===== config.mk =====
export PLATFORM = sky130hd
export DESIGN_NAME = switch_ingress_arbiter
export DESIGN_NICKNAME = d
export VERILOG_FILES = /design/src/rtl/switch_ingress_arbiter.sv
export SDC_FILE = /design/constraint.sdc
export NUM_CORES = 1
export LEC_CHECK = 0
export ABC_AREA = 1
export CAP_MARGIN = 5
export CORE_AREA = 5 5 93 52
export CTS_BUF_LIST = sky130_fd_sc_hd__clkbuf_2
export DETAILED_ROUTE_END_ITERATION = 12
export DIE_AREA = 0 0 98 57
export PLACE_DENSITY = 0.88
export SLEW_MARGIN = 40
export SYNTH_ARGS = -nofsm -noshare
export SYNTH_HDL_FRONTEND = slang
export SYNTH_SLANG_ARGS = --single-unit
export TNS_END_PERCENT = 10

===== constraint.sdc =====
create_clock -name clk -period 2.4 [get_ports clk]
set_clock_uncertainty 0.05 [all_clocks]
set_input_delay 0.24 -clock clk [delete_from_list [all_inputs] [get_ports clk]]
set_output_delay 0.24 -clock clk [all_outputs]
set_load 0.03 [all_outputs]

===== src/rtl/switch_ingress_arbiter.sv =====
// switch_ingress_arbiter
//   Shares the switch's single ingress port among NREQ requesters. Bursts are
//   granted round-robin and capped at MAX_BURST beats per grant. All
//   switch-side outputs are registered.
// Ports:
//   clk       rising-edge clock
//   rstn      synchronous reset, active high (1 = reset)
//   req       per-requester beat request
//   req_addr  packed per-requester address, requester i at [i*ADDR_W +: ADDR_W]
//   req_data  packed per-requester data,    requester i at [i*DATA_W +: DATA_W]
//   sw_rdy    switch can take a beat this cycle
//   ack       one-hot, combinational: requester's beat consumed this cycle
//   vld/addr/data  registered beat to the switch, one cycle after its ack
//   owner     current/last grant holder
//   busy      arbiter is inside a burst
module switch_ingress_arbiter #(
  parameter int NREQ      = 4,
  parameter int ADDR_W    = 2,
  parameter int DATA_W    = 8,
  parameter int MAX_BURST = 4,
  localparam int PTR_W    = (NREQ > 1) ? $clog2(NREQ) : 1,
  localparam int CNT_W    = $clog2(MAX_BURST + 1)
) (
  input  logic                     clk,
  input  logic                     rstn,
  input  logic [NREQ-1:0]          req,
  input  logic [NREQ*ADDR_W-1:0]   req_addr,
  input  logic [NREQ*DATA_W-1:0]   req_data,
  input  logic                     sw_rdy,
  output logic [NREQ-1:0]          ack,
  output logic                     vld,
  output logic [ADDR_W-1:0]        addr,
  output logic [DATA_W-1:0]        data,
  output logic [PTR_W-1:0]         owner,
  output logic                     busy
);

  typedef enum logic {IDLE, BURST} state_t;

  state_t            state_q, state_d;
  logic [PTR_W-1:0]  ptr_q, ptr_d;
  logic [CNT_W-1:0]  cnt_q, cnt_d;
  logic [PTR_W-1:0]  owner_d;
  logic              busy_d;
  logic              accept;
  logic [PTR_W-1:0]  sel;

  // round-robin search results
  logic              found;
  logic [PTR_W-1:0]  gnt;
  logic [PTR_W:0]    idx;

  // per-requester views of the packed buses
  logic [ADDR_W-1:0] addr_a [NREQ];
  logic [DATA_W-1:0] data_a [NREQ];

  for (genvar i = 0; i < NREQ; i++) begin : g_unpack
    assign addr_a[i] = req_addr[i*ADDR_W +: ADDR_W];
    assign data_a[i] = req_data[i*DATA_W +: DATA_W];
  end

  function automatic logic [PTR_W-1:0] nxt(input logic [PTR_W-1:0] p);
    return (p == PTR_W'(NREQ - 1)) ? '0 : p + 1'b1;
  endfunction

  // First set request at or after ptr, wrapping. idx is one bit wider than
  // the pointer so ptr+k never overflows before the wrap subtraction.
  always_comb begin
    found = 1'b0;
    gnt   = '0;
    idx   = '0;
    for (int k = 0; k < NREQ; k++) begin
      idx = {1'b0, ptr_q} + (PTR_W+1)'(k);
      if (idx >= (PTR_W+1)'(NREQ)) idx = idx - (PTR_W+1)'(NREQ);
      if (!found && req[idx[PTR_W-1:0]]) begin
        found = 1'b1;
        gnt   = idx[PTR_W-1:0];
      end
    end
  end

  always_comb begin
    state_d = state_q;
    ptr_d   = ptr_q;
    cnt_d   = cnt_q;
    owner_d = owner;
    busy_d  = busy;
    accept  = 1'b0;
    sel     = owner;
    case (state_q)
      IDLE: begin
        if (sw_rdy && found) begin
          accept  = 1'b1;
          sel     = gnt;
          owner_d = gnt;
          if (MAX_BURST == 1) begin
            // single-beat grants never enter BURST
            ptr_d = nxt(gnt);
          end else begin
            cnt_d   = CNT_W'(1);
            busy_d  = 1'b1;
            state_d = BURST;
          end
        end
      end
      BURST: begin
        // release wins over stall: a capped owner gives up even if sw_rdy=0
        if (!req[owner] || cnt_q >= CNT_W'(MAX_BURST)) begin
          ptr_d   = nxt(owner);
          cnt_d   = '0;
          busy_d  = 1'b0;
          state_d = IDLE;
        end else if (sw_rdy) begin
          accept = 1'b1;
          cnt_d  = cnt_q + 1'b1;
        end
      end
      default: state_d = IDLE;
    endcase
    // nothing is consumed in a reset cycle
    if (rstn) accept = 1'b0;
  end

  always_comb begin
    ack = '0;
    if (accept) ack[sel] = 1'b1;
  end

  always_ff @(posedge clk) begin
    if (rstn) begin
      state_q <= IDLE;
      ptr_q   <= '0;
      cnt_q   <= '0;
      owner   <= '0;
      busy    <= 1'b0;
    end else begin
      state_q <= state_d;
      ptr_q   <= ptr_d;
      cnt_q   <= cnt_d;
      owner   <= owner_d;
      busy    <= busy_d;
    end
  end

  // switch port: addr/data hold their last beat while vld is low
  always_ff @(posedge clk) begin
    if (rstn) begin
      vld  <= 1'b0;
      addr <= '0;
      data <= '0;
    end else begin
      vld <= accept;
      if (accept) begin
        addr <= addr_a[sel];
        data <= data_a[sel];
      end
    end
  end

endmodule


# Word level (Yosys, flattened, before mapping)
# Index checks and enable logic that the tools add are counted.
[totals]
in_bits = 47
reg_bits = 20
output_inout_bits = 18
[classes]
n_eq_ne = 4
bitwise_logic = 2
order_cmp = 13
reduce_logical = 13
add_sub_neg = 9
mux = 48
[op_table]
columns = ["cell", "n"]
rows = [
  ["2-to-1 mux 2 bit", 13],
  ["less-than comparator 2 x 3 -> 1 bit (second input constant)", 6],
  ["2-to-1 mux 1 bit", 17],
  ["binary-select mux 8 bit (select 2 bit)", 1],
  ["2-to-1 mux 8 bit", 2],
  [">= comparator 3 bit (second input constant)", 5],
  ["binary-select mux 1 bit (select 2 bit)", 5],
  ["2-to-1 mux 3 bit", 3],
  ["subtractor 2 x 1 -> 2 bit (second input constant)", 4],
  ["adder 2 x 2 -> 3 bit (second input constant)", 2],
  ["case mux 1 bit (2 select lines)", 3],
  ["case mux 3 bit (2 select lines)", 1],
  ["AND reduction 2 bit", 3],
  ["logical AND 1 bit", 5],
  ["binary-select mux 2 bit (select 2 bit)", 1],
  ["logical NOT 1 bit", 4],
  ["2-to-1 mux 4 bit", 1],
  ["adder 2 x 1 -> 3 bit (second input constant)", 1],
  ["adder 3 x 1 -> 3 bit (second input constant)", 1],
  [">= comparator 2 x 3 -> 1 bit (second input constant)", 1],
  ["inequality test 3 x 2 -> 1 bit (second input constant)", 1],
  ["inverter 2 -> 3 bit", 1],
  ["adder 2 x 1 -> 2 bit (second input constant)", 1],
  ["demux 1 bit (select 2 bit)", 1],
  ["6 further kinds", 6],
]

# Logic depth before layout (Yosys ltp)
[logic_depth]
depth_word = 22
mapped_depth = 20

# Worst setup path after synthesis
# Ideal clock, no wire load.
[synth_path]
path_kind = "flip-flop to output port"
startpoint = "register owner[0]"
endpoint = "output port ack[0]"
setup_slack_ps = -242
path_stages_with_launch = 12
t_required_ps = 2110
t_arrival_ps = 2352
n_path_buf = 1
path_cell_list = "dfxtp_1 inv_2 a21oi_1 o21ai_1 nand2_1 inv_1 nor2_1 o21ai_2 a21oi_4 inv_1 clkbuf_1 nor3_1"
[synth_via]
elab_chain_len = 8
word_cells_on_any_way = 15
cone_classes = "2 x order compare; 10 x mux; 3 x reduce/logical"
[synth_rtl]
columns = ["item", "line", "text"]
rows = [
  ["start, declared", "34", "output logic [PTR_W-1:0] owner,"],
  ["start signal, assigned", "140", "owner <= owner_d;"],
  ["parallel branches: the longest is 7 deep, another holds less-than comparator 2 x 3 -> 1 bit", "--", ""],
  ["2-to-1 mux 4 bit *", "126", "if (accept) ack[sel] = 1'b1;"],
  ["end, declared", "30", "output logic [NREQ-1:0] ack,"],
]
# Mark *: on every way between the ends. The select of a mux whose other input is x is not followed.

# Worst setup path after layout
[layout_path]
startpoint = "register ptr_q[1]"
endpoint = "output port ack[1]"
[layout_via]
elab_chain_len = 22
word_cells_on_any_way = 49
cone_classes = "7 x add/sub; 6 x order compare; 28 x mux; 8 x reduce/logical"
[layout_rtl]
columns = ["item", "line", "text"]
rows = [
  ["start, declared", "41", "logic [PTR_W-1:0] ptr_q, ptr_d;"],
  ["start signal, assigned", "138", "ptr_q <= ptr_d;"],
  ["parallel branches: the longest is 21 deep, another holds adder 2 x 1 -> 3 bit", "--", ""],
  ["2-to-1 mux 4 bit *", "126", ""],
]
# Marked as above.

==> results.cfg <==
[grt]
antenna_found_initial = 0
grt_pass1_wl_mm = 9.07
overflow = 0
grt_pass1_vias = 1896
grt_util_all_layers = 0.198
grt_max_degree = 14

[critical_path]
path_max_fanout = 6
reg2reg_slack_ns = 0.08
cp-end-kind = output port
r2r-start = ptr_q[1]
ff2ff_path_depth = 18
required_ns = 2.11
criticalPathCategory = flop to output port
crit_end = ack[1]
crit_start = ptr_q[1]
reg2reg_to = data[1]
critPathLaunchType = flop
cp.arrival_ns = 2.20

[floorplanning]
die_y_um = 57
dieArea_sq_um = 5590
fp.coreArea_sq_um = 4060
start_util = 0.426
die_w_um = 98
io_pins = 65
core.rowCount = 17

[clocking]
clk_latency_ns = 0.32
root_buffer = clkbuf_2
cts_tree = yes
clkTransAtPathRegs_ns = 0.20
cts_inserted_buffers = 3
clock-sinks = 20
ctsHoldBuffers = 0
cts_buffer_depth = 2
h-tree-depth = 1

[power]
power_uw = 1760
p_leak_uw = 0.00125
power_density_nw_per_um2 = 664
p_comb_frac = 0.611
clockPowerShare = 0.144
ir_drop_v = 0.000416
seq_power_share = 0.245
switching_power_uw = 798
p_sw_frac = 0.454
p_int_uw = 962

[drt]
vias = 2081
wire_per_inst_um = 15.1
ant_nets = 0
drt_iter0_markers = 259
dr.pass1.iters = 4
via_per_inst = 5.20
drcViolationCount = 0
wl_mm = 6.04

[sta]
rsz0062_at_grt = yes
max_slew.worst_pin.slew_ns = 0.342
layout_setup_ws_ns = -0.0928
drv_slew = 0
fin_hold_ws_ns = 0.428
period_share = 1.04
slew_headroom = 0.772
fmax_ghz = 0.401
period_minus_slack_ns = 2.49
setup_violations = 4
hold_viol_final = 0

[yosys]
synth_nets = 316
synth_seq_cells = 20
yosys_warnings = 0
yosys.area.top_type_share = 0.231
synth_top_cell_by_area = dfxtp_1
synth.area.top_cells = dfxtp_1 23%, nand2_1 21%, nand2_2 11%, nand3_1 8.1%, inv_1 4.1%
ys_seq_area_frac = 0.231
synth.distinct_cells = 31
avgSynthCellArea_sq_um = 6.49
synthCells = 267
syn_area_sq_um = 1730

[finish]
most-common-layout-cells = 90 x nand2_1, 60 x clkdlybuf4s50_1, 36 x nand2_2
synthToLayoutAreaGrowth_pct = 53.0
fin_util = 0.652
post_route_cells_drive_above_1_share = 0.321
layout.nets = 393
diodes = 0
final_common_cell = nand2_1

[outcome]
failed_checks = setup timing
status = finished with violations

[min_path]
hold_class = flop to flop

[place]
place.gp.congestion = 0.864
dp_hpwl_mm = 4.49
io_buffers = 64

[run]
drv_cap = 0
==> power by group through the flow <==
stage,Combinational (uW),Clock [uW],Sequential [uW]
after floorplan,587,0,517
after global placement,920,0,436
after detailed placement,948,0,437
after CTS,990,263,430
after global routing,1150,271,440
final,1080,253,432
==> cell type report <==
class	count	area (sq um)
Timing Repair Buffer	81	777
Fill cell	318	1410
Inverter	24	106
Clock buffer	3	15.0
Sequential cell	20	413
Clock inverter	1	30.0
Timing Repair inverter	1	6.26
Multi-Input combinational cell	213	1230
Tap cell	57	71.3
==> Yosys cell counts, drive strengths merged <==
| library cell | n |
|---|---|
| nand2 | 134 |
| nand4 | 1 |
| dfxtp | 20 |
| o21ai | 4 |
| a21oi | 8 |
| a311oi | 1 |
| clkbuf | 2 |
| nand3 | 34 |
| inv | 24 |
| ha | 2 |
| and2 | 1 |
| o32ai | 1 |
| a31oi | 1 |
| buf | 8 |
| nor2 | 22 |
| nor3 | 4 |
==> per-layer routing <==
metal / part of all wire / vias up / wire length (um) / GRT usage
li1: - / 987 / - / -
met1: 0.44 / 954 / 2680 / 0.267
met2: 0.44 / 128 / 2650 / 0.322
met3: 0.10 / 12 / 627 / 0.0537
met4: 0.014 / 0 / 82 / 0.0375
met5: 0 / - / 0 / 0
==> worst max-delay path, cell delays in order, from the launching register on <==
cell	delay, ns
dfxtp_4	0.44
inv_2	0.10
nand2_2	0.09
nand2_4	0.08
nor2_4	0.13
nor2_2	0.07
nand3_4	0.11
nand2_4	0.08
nor2_4	0.14
nand2_2	0.09
nand2_4	0.13
inv_4	0.06
nor3_4	0.19
buf_6	0.16
==> stage by stage <==
step	worst slack (ns)	TNS (ns)	cells	cell area (sq um)
6_report	-0.0928	-0.311	400	2650
5_1_grt	-0.225	-0.862	400	2650
4_1_cts	-0.0824	-0.233	395	2550
3_5_place_dp	-0.136	-0.381	390	2410
3_3_place_gp	0.00600	0	390	2410
2_1_floorplan	-0.242	-0.968	267	1730
==> state kept, by name, summed over array words and instances (netlist names) <==
signal and cells:
cnt_q 3, data 8, addr 2, ptr_q 2, owner 2, state_q 1, vld 1, busy 1
==> kinds of logic (layout without fill, tap and decap cells) <==
logic type / count (synthesis) / in the layout / synth area share
simple gates: 196 / 196 / 0.574
buf+inv: 34 / 110 / 0.124
flops: 20 / 20 / 0.231
compound gates: 15 / 15 / 0.0571
fa+ha+maj: 2 / 2 / 0.0144
==> what timing repair did <==
| action | in CTS | in global routing |
|---|---|---|
| buffers inserted | 1 | 4 |
| setup endpoints to repair | 4 | 4 |
| pin swaps | 2 | 8 |
| cloned | 0 | 1 |
| gates resized for setup | 24 | 18 |
==> worst min-delay path by stage <==
stage / from / to / slack (ns) / depth (start not counted)
6_report: busy / busy / 0.43 / 2
5_1_grt: data[6] / data[6] / 0.46 / 2
4_1_cts: busy / busy / 0.43 / 2
3_5_place_dp: busy / busy / 0.41 / 2
3_3_place_gp: busy / busy / 0.40 / 2
2_1_floorplan: rstn / cnt_q[1] / 0.26 / 1
(Power assumes the default switching activity.)
